--- config.mk ---
export PLATFORM = sky130hd
export DESIGN_NAME = serial_subtractor_flat
export DESIGN_NICKNAME = d
export VERILOG_FILES = /design/src/rtl/serial_arith_pkg.sv /design/src/rtl/serial_subtractor_if.sv /design/src/rtl/full_subtractor_cell.sv /design/src/rtl/serial_subtractor.sv /design/src/flat_wrapper.sv
export SDC_FILE = /design/constraint.sdc
export NUM_CORES = 1
export LEC_CHECK = 0
export CELL_PAD_IN_SITES_DETAIL_PLACEMENT = 0
export CELL_PAD_IN_SITES_GLOBAL_PLACEMENT = 1
export CORE_MARGIN = 5
export CORE_UTILIZATION = 30
export CTS_BUF_LIST = sky130_fd_sc_hd__clkbuf_8
export DETAILED_ROUTE_END_ITERATION = 8
export PLACE_DENSITY_LB_ADDON = 0.25
export SYNTH_ARGS = -nofsm -noshare
export SYNTH_HDL_FRONTEND = slang
export SYNTH_SLANG_ARGS = --single-unit
--- constraint.sdc ---
create_clock -name clk -period 4.8 [get_ports clk]
set_clock_uncertainty 0.2 [all_clocks]
set_input_delay 0.96 -clock clk [delete_from_list [all_inputs] [get_ports clk]]
set_output_delay 0.96 -clock clk [all_outputs]
set_load 0.02 [all_outputs]
--- src/rtl/serial_arith_pkg.sv ---
// -----------------------------------------------------------------------------
// serial_arith_pkg
//   Shared types and constants for the bit-serial arithmetic cells.
//   - state_t       : serial_subtractor sequencing states
//   - DEFAULT_WIDTH : default operand width
//   - DEFAULT_Q     : default modulus for the optional modular correction
//   - add_bit()     : one-bit full add, returns {carry, sum}
// -----------------------------------------------------------------------------
package serial_arith_pkg;

    typedef enum logic [1:0] {
        IDLE = 2'd0,
        SUB  = 2'd1,
        CORR = 2'd2,
        DONE = 2'd3
    } state_t;

    localparam int DEFAULT_WIDTH = 16;
    localparam int DEFAULT_Q     = 12289;

    // One-bit full adder used by the serial correction pass.
    function automatic logic [1:0] add_bit(input logic x, input logic y, input logic cin);
        logic s;
        logic c;
        s = x ^ y ^ cin;
        c = (x & y) | (cin & (x ^ y));
        return {c, s};
    endfunction

endpackage

--- src/rtl/serial_subtractor_if.sv ---
// -----------------------------------------------------------------------------
// serial_subtractor_if
//   Request/result bundle of the bit-serial subtractor.
//   master (requester): drives start, a, b; observes ready, busy, done, diff,
//                       borrow_out.
//   slave  (subtractor): the reverse.
// -----------------------------------------------------------------------------
interface serial_subtractor_if #(
    parameter int WIDTH = serial_arith_pkg::DEFAULT_WIDTH
) ();
    logic             start;
    logic [WIDTH-1:0] a;
    logic [WIDTH-1:0] b;
    logic             ready;
    logic             busy;
    logic             done;
    logic [WIDTH-1:0] diff;
    logic             borrow_out;

    modport master (
        output start, a, b,
        input  ready, busy, done, diff, borrow_out
    );

    modport slave (
        input  start, a, b,
        output ready, busy, done, diff, borrow_out
    );
endinterface

--- src/rtl/full_subtractor_cell.sv ---
// -----------------------------------------------------------------------------
// full_subtractor_cell
//   One-bit combinational full subtractor: d = x - y - bin.
//   x_i    : minuend bit
//   y_i    : subtrahend bit
//   bin_i  : borrow in
//   d_o    : difference bit
//   bout_o : borrow out
// -----------------------------------------------------------------------------
module full_subtractor_cell (
    input  logic x_i,
    input  logic y_i,
    input  logic bin_i,
    output logic d_o,
    output logic bout_o
);
    assign d_o    = x_i ^ y_i ^ bin_i;
    assign bout_o = (~x_i & y_i) | (~(x_i ^ y_i) & bin_i);
endmodule

--- src/rtl/serial_subtractor.sv ---
// -----------------------------------------------------------------------------
// serial_subtractor
//   Bit-serial unsigned subtractor, LSB first, one bit per clock.
//   Optional feature macro: MOD_CORRECT_EN -- when defined, an underflowing
//   result gets Q added back by a second serial pass (CORR state).
// Ports:
//   clk : rising-edge clock
//   rst : asynchronous active-high reset
//   bus : serial_subtractor_if.slave (start/a/b in; ready/busy/done/diff/
//         borrow_out out, all outputs registered)
// Timing: accept on edge k, the result register loads on edge k+WIDTH, and the
//   done pulse is registered one edge later (k+WIDTH+1). ready is already 1 in
//   the DONE state, so a new request can be accepted back to back.
// -----------------------------------------------------------------------------
module serial_subtractor
    import serial_arith_pkg::*;
#(
    parameter int WIDTH = DEFAULT_WIDTH,
    parameter int Q     = DEFAULT_Q
) (
    input  logic                clk,
    input  logic                rst,
    serial_subtractor_if.slave  bus
);
    localparam int             CW       = $clog2(WIDTH) + 1;
    localparam logic [CW-1:0]  CNT_LAST = CW'(WIDTH - 1);

    // Elaboration-time sanity check on the configuration.
    if (WIDTH < 2 || Q >= (2 ** WIDTH) || Q < 1) begin : g_bad_param
        $error("serial_subtractor: WIDTH must be >= 2 and 0 < Q < 2**WIDTH");
    end

    state_t           state_q, state_d;
    logic [WIDTH-1:0] a_q, a_d;
    logic [WIDTH-1:0] b_q, b_d;      // subtrahend, reused as the Q shifter in CORR
    logic [WIDTH-1:0] res_q, res_d;
    logic [CW-1:0]    cnt_q, cnt_d;
    logic             bor_q, bor_d;  // SUB borrow; kept unchanged through CORR
    logic [WIDTH-1:0] diff_q, diff_d;
    logic             borrow_q, borrow_d;
    logic             done_q, ready_q, busy_q;
    logic             d_s, bout_s;

`ifdef MOD_CORRECT_EN
    localparam logic [WIDTH-1:0] Q_VEC = WIDTH'(Q);
    logic       carry_q, carry_d;
    logic [1:0] corr_s;
    assign corr_s = add_bit(res_q[0], b_q[0], carry_q);
`endif

    full_subtractor_cell u_cell (
        .x_i    (a_q[0]),
        .y_i    (b_q[0]),
        .bin_i  (bor_q),
        .d_o    (d_s),
        .bout_o (bout_s)
    );

    // Next-state and datapath update for the serial sequencer.
    always_comb begin
        state_d  = state_q;
        a_d      = a_q;
        b_d      = b_q;
        res_d    = res_q;
        cnt_d    = cnt_q;
        bor_d    = bor_q;
        diff_d   = diff_q;
        borrow_d = borrow_q;
`ifdef MOD_CORRECT_EN
        carry_d  = carry_q;
`endif
        case (state_q)
            IDLE, DONE: begin
                if (bus.start) begin
                    a_d     = bus.a;
                    b_d     = bus.b;
                    res_d   = {WIDTH{1'b0}};
                    bor_d   = 1'b0;
                    cnt_d   = {CW{1'b0}};
                    state_d = SUB;
                end else begin
                    state_d = IDLE;
                end
            end
            SUB: begin
                a_d   = a_q >> 1;
                b_d   = b_q >> 1;
                res_d = {d_s, res_q[WIDTH-1:1]};
                bor_d = bout_s;
                cnt_d = cnt_q + CW'(1);
                if (cnt_q == CNT_LAST) begin
                    cnt_d    = {CW{1'b0}};
                    borrow_d = bout_s;
`ifdef MOD_CORRECT_EN
                    if (bout_s) begin
                        // Underflow: run a second serial pass adding Q.
                        b_d     = Q_VEC;
                        carry_d = 1'b0;
                        state_d = CORR;
                    end else begin
                        diff_d  = res_d;
                        state_d = DONE;
                    end
`else
                    diff_d  = res_d;
                    state_d = DONE;
`endif
                end else begin
                    state_d = SUB;
                end
            end
`ifdef MOD_CORRECT_EN
            CORR: begin
                res_d   = {corr_s[0], res_q[WIDTH-1:1]};
                b_d     = b_q >> 1;
                carry_d = corr_s[1];
                cnt_d   = cnt_q + CW'(1);
                if (cnt_q == CNT_LAST) begin
                    // Final carry is intentionally dropped (mod 2^WIDTH).
                    cnt_d   = {CW{1'b0}};
                    diff_d  = res_d;
                    state_d = DONE;
                end else begin
                    state_d = CORR;
                end
            end
`endif
            default: begin
                state_d = IDLE;
            end
        endcase
    end

    // State, datapath and registered output flops.
    always_ff @(posedge clk or posedge rst) begin
        if (rst) begin
            state_q  <= IDLE;
            a_q      <= {WIDTH{1'b0}};
            b_q      <= {WIDTH{1'b0}};
            res_q    <= {WIDTH{1'b0}};
            cnt_q    <= {CW{1'b0}};
            bor_q    <= 1'b0;
            diff_q   <= {WIDTH{1'b0}};
            borrow_q <= 1'b0;
            done_q   <= 1'b0;
            ready_q  <= 1'b1;
            busy_q   <= 1'b0;
`ifdef MOD_CORRECT_EN
            carry_q  <= 1'b0;
`endif
        end else begin
            state_q  <= state_d;
            a_q      <= a_d;
            b_q      <= b_d;
            res_q    <= res_d;
            cnt_q    <= cnt_d;
            bor_q    <= bor_d;
            diff_q   <= diff_d;
            borrow_q <= borrow_d;
            // done pulses for the single cycle following the DONE state.
            done_q   <= (state_q == DONE);
            ready_q  <= (state_d == IDLE) || (state_d == DONE);
            busy_q   <= (state_d == SUB) || (state_d == CORR);
`ifdef MOD_CORRECT_EN
            carry_q  <= carry_d;
`endif
        end
    end

    assign bus.ready      = ready_q;
    assign bus.busy       = busy_q;
    assign bus.done       = done_q;
    assign bus.diff       = diff_q;
    assign bus.borrow_out = borrow_q;

endmodule

--- src/flat_wrapper.sv ---
// flat-port wrapper written by rule: the top's interface ports become plain ports
module serial_subtractor_flat import serial_arith_pkg::*;
#(
    parameter int WIDTH = DEFAULT_WIDTH,
    parameter int Q     = DEFAULT_Q
)
  (clk, rst, bus_start, bus_a, bus_b, bus_ready, bus_busy, bus_done, bus_diff, bus_borrow_out);
  serial_subtractor_if #(.WIDTH(WIDTH)) bus_i ();
  input  logic clk;
  input  logic rst;
  input wire logic [$bits(bus_i.start)-1:0] bus_start;
  input wire logic [$bits(bus_i.a)-1:0] bus_a;
  input wire logic [$bits(bus_i.b)-1:0] bus_b;
  output wire logic [$bits(bus_i.ready)-1:0] bus_ready;
  output wire logic [$bits(bus_i.busy)-1:0] bus_busy;
  output wire logic [$bits(bus_i.done)-1:0] bus_done;
  output wire logic [$bits(bus_i.diff)-1:0] bus_diff;
  output wire logic [$bits(bus_i.borrow_out)-1:0] bus_borrow_out;
  assign bus_i.start = bus_start;
  assign bus_i.a = bus_a;
  assign bus_i.b = bus_b;
  assign bus_ready = bus_i.ready;
  assign bus_busy = bus_i.busy;
  assign bus_done = bus_i.done;
  assign bus_diff = bus_i.diff;
  assign bus_borrow_out = bus_i.borrow_out;
  serial_subtractor #(.WIDTH(WIDTH), .Q(Q)) u_core (.clk(clk), .rst(rst), .bus(bus_i));
endmodule
==> results.toml, run 1 <==
[cts]
cts-hold-fix-buffers = 0
htreeDepth = 3
clk_path_buf_depth = 2
postCtsSetupBuffers = 0
cts_buffers = 9
clk_transition_reported_paths_ns = 0.08
cts_sinks = 75
cts_tree = "done"
cts_root_buf = "clkbuf_8"
cts.repair.resized = 0
clock_latency_ns = 0.34

[placed_design]
io_buffer_count = 54
post-dp-hpwl_um = 4170
finalWeightedCongestion = 0.665

[global_routing]
grt_pass1_wl_um = 10700
grt_usage_pct = 10.3
antenna_found_initial = 0
grt_max_degree = 84
grt_pass1_vias = 2196
overflow = 0

[detailed_routing]
detail-route-antenna-nets = 0
vias = 2187
drtPass1Iterations = 4
dr.first_iter.drc_count = 83
wire_per_inst_um = 13.1
met3_length_um = 307
met1_length_um = 3180
highest_layer = "met4"
drc = 0
drt_wl_total_um = 6410
dr_wl_met2_um = 2850
avgViaCountPerCell = 4.48

[yosys]
yosysTopAreaCell = "dfrtp_1"
synth.top_cell.area_share_pct = 56.9
synthesis.nets = 333
ys_warn_count = 0
synthTopCellsByCount = "dfrtp_1 (74), nand2_1 (64), o21ai_0 (35), mux2i_1 (32), nand3_1 (19)"
synth_edf_count = 0
synth-seq-area-share_pct = 57.7
syn_area_per_cell_sq_um = 11.1
synth.top_cells.by_area = "dfrtp_1 (57%), mux2i_1 (9.8%), nand2_1 (7.4%)"
synth-main-ff-cell = "dfrtp_1"
synth_cell_types = 29
synth_cells = 293
yosysMostFrequentCell = "dfrtp_1"
ys_async_sr_fraction_pct = 100
synth-seq-cells = 75
syn_area_sq_um = 3260

[finish]
drive_above_1_share_pct = 11.8
syn2layout_area_growth_pct = 25.7
final_util_pct = 38.1
fin_nets = 383
fill_cells = 1133
n_antenna_cell = 0

[worst_setup_path]
crit_path_max_fanout = 83
endpoint_kind = "flop"
startpoint = "bus_start"
rr_startpoint = "u_core.state_q[1]"
r2r_cells = 5
critPathKind = "in2reg"
cp-start-kind = "input pin"
crit_required_ns = 4.83
arrival_ns = 2.71

[floorplan]
die_y_um = 114
io_pins = 55
initial_core_util_pct = 30.3
core-area_sq_um = 10700
core.rowCount = 38
die_area_sq_um = 13000
fp.dieW_um = 114

[pwr]
p_leak_nw = 1.98
p_per_area_nw_per_um2 = 533
vdd_drop_max_mv = 0.168

[min_path]
hold_start = "u_core.a_q[8]"
worstHoldPathCells = 2
hold_class = "reg2reg"

[timing]
finalMaxSlewViolations = 0
rsz0062_at_grt = "false"
period_minus_slack_ns = 2.67
hold_viol = 0
period_share_pct = 55.7
setup_viol = 0
fmax_ghz = 0.374
tns_ns = 0
tightest_slew_ns = 0.951
slew_headroom_pct = 36.6

[run_status]
status = "complete, no violations"

[flow_run]
cap_violations = 0
==> logic make-up after synthesis <==
logic type	count (synthesis)	share of synthesized area [%]
AO/OA/AOI/OAI	41	6.53
adder cells (fa/ha/maj)	5	2.15
buffers and inverters	26	4.46
flip-flops	75	57.7
multiplexers	49	15.8
AND/OR/NAND/NOR	97	13.3
==> area by class of cell <==
cell class	count	area, sq um	area share (%)
Inverter	7	27.5	0.673
Clock buffer	9	124	3.03
Sequential cell	75	1880	45.9
Timing Repair Buffer	58	571	13.9
Tap cell	140	175	4.28
Multi-Input combinational cell	192	1250	30.5
Clock inverter	7	70.1	1.71
==> worst max-delay path, stage by stage <==
cell,delay (ns)
clkdlybuf4s50_1,0.52
mux2i_4,0.17
buf_4,0.60
o21ai_0,0.21
a22o_1,0.21
==> worst paths after layout <==
| path | to | slack, ns |
|---|---|---|
| max | u_core.cnt_q[2] | 2.13 |
| min | u_core.a_q[8] | 0.28 |
| max reg2reg | u_core.bus.diff[11] | 2.25 |
| min reg2reg | u_core.a_q[8] | 0.28 |
| max in group asynchronous | u_core.b_q[5] | 2.62 |
| min in group asynchronous | u_core.bus.busy | 0.91 |
==> metal layers <==
metal	up-vias	GRT usage [%]
li1	1094	-
met1	1038	13.9
met2	46	15.6
met3	9	3.33
met4	0	3.33
met5	-	0
==> per-stage QoR <==
| stage | power [mW] | cell area, sq um | hold WS [ns] | setup slack (ns) | std cells |
|---|---|---|---|---|---|
| floorplan | 1.50 | 3260 | 0.233 | 1.73 | 293 |
| global placement | 1.71 | 3900 | 0.261 | 1.82 | 472 |
| detailed placement | 1.74 | 3900 | 0.270 | 1.75 | 472 |
| CTS | 2.23 | 4090 | 0.287 | 2.14 | 488 |
| global route | 2.35 | 4090 | 0.309 | 2.03 | 488 |
| finish | 2.18 | 4090 | 0.282 | 2.13 | 488 |
==> flip-flops by register name (all words and copies together), names as in the netlist <==
| register | flops |
|---|---|
| u_core.a_q | 16 |
| u_core.b_q | 16 |
| u_core.bor_q | 1 |
| u_core.bus.borrow_out | 1 |
| u_core.bus.busy | 1 |
| u_core.bus.diff | 16 |
| u_core.bus.done | 1 |
| u_core.bus.ready | 1 |
| u_core.cnt_q | 5 |
| u_core.res_q | 15 |
| u_core.state_q | 2 |
==> cells in the final DEF (no fill, tap or decap), drive strengths merged <==
master and count:
dfrtp 74, nand2 64, clkdlybuf4s50 54, o21ai 35
mux2i 32, nand3 19, mux2 17, clkbuf 9
inv 8, buf 4, ha 4, nor2b 3
nand2b 3, clkinvlp 3, nand4b 2, a21oi 2
clkinv 2, nand3b 2, a31oi 2, nor3b 1
nor2 1, nor3 1, or2b 1, a22o 1
o22ai 1, fa 1, bufinv 1, dfstp 1
==> power by group <==
group	leakage, nW	switching, mW	internal, mW
registers	0.981	0.133	0.857
clock network	0.0931	0.238	0.239
logic	0.909	0.384	0.331
(Power assumes the default switching activity.)
==> run 2: changes to the inputs <==
==> constraint.sdc (replaced) <==
create_clock -name clk -period 2.6 [get_ports clk]
set_clock_uncertainty 0.2 [all_clocks]
set_input_delay 0.52 -clock clk [delete_from_list [all_inputs] [get_ports clk]]
set_output_delay 0.52 -clock clk [all_outputs]
set_load 0.02 [all_outputs]
==> results.toml, run 2 (synthesis gave the netlist of run 1 again) <==
[cts]
cts_sinks = 75
cts_buffers = 9
clock_latency_ns = 0.35
postCtsSetupBuffers = 0
cts.repair.resized = 0
cts_root_buf = "clkbuf_8"
clk_transition_reported_paths_ns = 0.08
cts_tree = "done"
htreeDepth = 3
cts-hold-fix-buffers = 0
clk_path_buf_depth = 2

[pwr]
pwr-share-comb_pct = 32.7
pwr-share-seq_pct = 43.7
p_sw_share_pct = 33.1
p_leak_nw = 2.04
clock_power_share_pct = 23.6
p_int_mw = 2.79
vdd_drop_max_mv = 0.370
p_per_area_nw_per_um2 = 995
p_sw_mw = 1.38

[floorplan]
die_area_sq_um = 13000
fp.dieW_um = 114
core.rowCount = 38
die_y_um = 114
core-area_sq_um = 10700
initial_core_util_pct = 30.3
io_pins = 55

[run_status]
status = "complete, no violations"

[placed_design]
post-dp-hpwl_um = 4400
finalWeightedCongestion = 0.696
dp.cells = 478
io_buffer_count = 54
dpl_worst_slack_ns = 0.382

[finish]
layout.cells.non_filler = 494
final_common_cell = "dfrtp_1"
layout_common_cells = "dfrtp_1 (74), nand2_1 (64), clkdlybuf4s50_1 (54)"
fin_nets = 389
syn2layout_area_growth_pct = 28.7
drive_above_1_share_pct = 13.3
n_antenna_cell = 0
final_util_pct = 39.0

[worst_setup_path]
path_cells = "clkdlybuf4s50_1"
cp-start-kind = "flop"
endpoint_kind = "output port"
arrival_ns = 1.45
critPathKind = "reg2out"
max_stage_delay_ns = 0.59
crit_path_max_fanout = 1
crit_required_ns = 1.88
r2r_setup_slack_ns = 0.47
slowest_stage = "clkdlybuf4s50_1"
crit_family = "buffers and inverters"
path_buf_inv = 1

[detailed_routing]
wire_per_inst_um = 12.9
detail-route-antenna-nets = 0
drc = 0
avgViaCountPerCell = 4.38
vias = 2165
drtPass1Iterations = 4
dr.first_iter.drc_count = 53
drt_wl_total_um = 6350

[timing]
tightest_slew_ns = 0.539
hold_ws_ns = 0.278
period_minus_slack_ns = 2.17
finalMaxSlewViolations = 0
fmax_ghz = 0.460
tns_ns = 0
setup_viol = 0
fin_ws_ns = 0.428
rsz0062_at_grt = "false"
hold_viol = 0
slew_headroom_pct = 64.0
period_share_pct = 83.5

[flow_run]
cap_violations = 0

[global_routing]
grt_pass1_vias = 2298
grt_pass1_wl_um = 11100
antenna_found_initial = 0
overflow = 0
grt_usage_pct = 10.7
grt_max_degree = 36

[min_path]
hold_class = "reg2reg"
==> run 2: cell type report <==
| class | instances | area (sq um) |
|---|---|---|
| Tap cell | 140 | 175 |
| Multi-Input combinational cell | 192 | 1250 |
| Inverter | 7 | 30.0 |
| Fill cell | 1087 | 6560 |
| Clock buffer | 10 | 138 |
| Clock inverter | 6 | 81.3 |
| Sequential cell | 75 | 1880 |
| Timing Repair Buffer | 64 | 641 |
==> run 2: path summary, 6_finish.rpt <==
path / from / to / cells after the start
min in group asynchronous: rst / u_core.bus.done / 2
hold / removal: u_core.res_q[1] / u_core.res_q[1] / 2
setup reg to reg: u_core.state_q[0] / u_core.b_q[5] / 5
setup / recovery: u_core.bus.ready / bus_ready / 1
max in group asynchronous: rst / u_core.res_q[6] / 3
hold reg to reg: u_core.res_q[1] / u_core.res_q[1] / 2
==> run 2: per-stage QoR <==
step / instance area, sq um / total power, mW
floorplan: 3260 / 2.78
global placement: 3970 / 3.21
detailed placement: 3970 / 3.26
CTS: 4190 / 4.26
global route: 4190 / 4.51
finish: 4190 / 4.17
==> run 2: per-layer routing <==
| metal | routed length, um | track usage, % |
|---|---|---|
| met1 | 3100 | 14.3 |
| met2 | 2780 | 16.2 |
| met3 | 370 | 3.33 |
| met4 | 97 | 4.04 |
| met5 | 0 | 0 |
==> run 2: worst register-to-register path: cells and delay by family (launching register included) <==
kind / cells / cell delay, ns
AOI/OAI and AO/OA: 1 / 0.16
adders and majority gates: 1 / 0.45
buffers and inverters: 2 / 0.41
DFF: 1 / 0.39
muxes: 1 / 0.39
==> run 2: power groups by stage <==
| stage | logic, mW | clock network, mW | registers [mW] |
|---|---|---|---|
| 2_1_floorplan | 0.897 | 0 | 1.88 |
| 3_3_place_gp | 1.37 | 0 | 1.84 |
| 3_5_place_dp | 1.41 | 0 | 1.85 |
| 4_1_cts | 1.41 | 1.02 | 1.83 |
| 5_1_grt | 1.56 | 1.07 | 1.88 |
| 6_report | 1.36 | 0.984 | 1.82 |
==> run 3: changes to the inputs <==
==> constraint.sdc (replaced) <==
create_clock -name clk -period 1.89 [get_ports clk]
set_clock_uncertainty 0.2 [all_clocks]
set_input_delay 0.378 -clock clk [delete_from_list [all_inputs] [get_ports clk]]
set_output_delay 0.378 -clock clk [all_outputs]
set_load 0.02 [all_outputs]
==> results.toml, run 3 (synthesis gave the netlist of run 1 again) <==
[floorplan]
fp.dieW_um = 114
die_area_sq_um = 13000
initial_core_util_pct = 30.3
io_pins = 55
core.rowCount = 38
core-area_sq_um = 10700
die_y_um = 114

[placed_design]
post-dp-hpwl_um = 4190
finalWeightedCongestion = 0.706
io_buffer_count = 54

[detailed_routing]
drc = 0
vias = 2298
dr.first_iter.drc_count = 99
drtPass1Iterations = 4
avgViaCountPerCell = 4.51
wire_per_inst_um = 13.4
drt_wl_total_um = 6860
detail-route-antenna-nets = 0

[finish]
final_common_cell = "dfrtp_1"
layout_common_cells = "dfrtp_1 (74), nand2_1 (64), o21ai_0 (35)"
fin_nets = 405
n_antenna_cell = 0
drive_above_1_share_pct = 18.1
syn2layout_area_growth_pct = 37.4

[cts]
cts_sinks = 75
cts_buffers = 9
cts_tree = "done"
clock_latency_ns = 0.35
clk_transition_reported_paths_ns = 0.09
cts_root_buf = "clkbuf_8"
clk_path_buf_depth = 2
htreeDepth = 3

[timing]
hold_ws_ns = 0.280
rsz0062_at_grt = "true"
period_minus_slack_ns = 1.86
setup_viol = 0
finalMaxSlewViolations = 0
tightest_slew_ns = 0.404
tns_ns = 0
period_share_pct = 98.3
slew_headroom_pct = 73.1
fmax_ghz = 0.538
hold_viol = 0

[pwr]
p_leak_nw = 2.23
vdd_drop_max_mv = 0.454
power_mw = 5.97
p_per_area_nw_per_um2 = 1330

[worst_setup_path]
slowest_stage = "dfrtp_1"
cp-start-kind = "flop"
endpoint_kind = "flop"
crit_family = "flip-flops"
path_common_cell = "buf_12"
path_cells = "inv_1, ha_4, nor3b_4, buf_12, buf_12, mux2_2"
crit_path_max_fanout = 8
path_buf_inv = 3
crit_required_ns = 1.94
critPathKind = "reg2reg"
arrival_ns = 1.91
max_stage_delay_ns = 0.43

[global_routing]
grt_usage_pct = 10.7
antenna_found_initial = 0
grt_pass1_vias = 2275
overflow = 0
grt_pass1_wl_um = 11000
grt_max_degree = 76

[flow_run]
cap_violations = 0

[run_status]
status = "complete, no violations"

[min_path]
hold_class = "in2async"
run 3: worst reg2reg max path: cells and delay by family (launching register included):
kind | cells | cell delay, ns
fa+ha+maj | 1 | 0.17
flops | 1 | 0.43
mux | 1 | 0.33
simple gates | 1 | 0.24
buf+inv | 3 | 0.39
run 3: area by class of cell:
class | count | area (sq um)
Clock buffer | 9 | 124
Clock inverter | 7 | 77.6
Fill cell | 1074 | 6270
Inverter | 7 | 30.0
Multi-Input combinational cell | 192 | 1350
Sequential cell | 75 | 1880
Tap cell | 140 | 175
Timing Repair Buffer | 80 | 840
run 3: worst paths after layout:
| path | startpoint | end | slack, ns | cells past startpoint |
|---|---|---|---|---|
| min reg2reg | u_core.a_q[6] | u_core.a_q[6] | 0.28 | 2 |
| max in group asynchronous | rst | u_core.bus.ready | 0.89 | 3 |
| min | rst | u_core.res_q[11] | 0.28 | 3 |
| max reg2reg | u_core.state_q[1] | u_core.bus.diff[10] | 0.03 | 6 |
| min in group clk | u_core.a_q[6] | u_core.a_q[6] | 0.28 | 2 |
| max | u_core.state_q[1] | u_core.bus.diff[10] | 0.03 | 6 |
run 3: report_power, final:
| group | internal [mW] | leakage, nW | switching (mW) |
|---|---|---|---|
| Sequential | 2.17 | 0.981 | 0.357 |
| Combinational | 1.10 | 1.15 | 1.07 |
| Clock | 0.619 | 0.0998 | 0.644 |
| Total | 3.89 | 2.23 | 2.07 |
run 3: repair_timing:
action,CTS,global route
pin swaps,0,3
setup buffers,1,9
cloned,1,1
endpoints found under the setup margin,75,61
hold buffers,0,0
resized for setup,23,24
run 3: routing by layer:
layer,share of wire (%),wire (um),track usage [%]
met2,45,3100,16.3
met5,0,0,0
met1,48,3280,14.0
met3,6.3,430,4.18
met4,0.74,51,3.33
run 3: per-stage QoR:
stage / std cells / utilization, % / cell area [sq um] / worst slack, ns
3_3_place_gp: 482 / 37.5 / 4030 / 0.0267
2_1_floorplan: 293 / - / 3260 / 0.106
5_1_grt: 510 / 41.6 / 4470 / -0.0414
4_1_cts: 500 / 39.5 / 4240 / 0.0168
6_report: 510 / 41.6 / 4470 / 0.0313
3_5_place_dp: 482 / 37.5 / 4030 / -0.0523
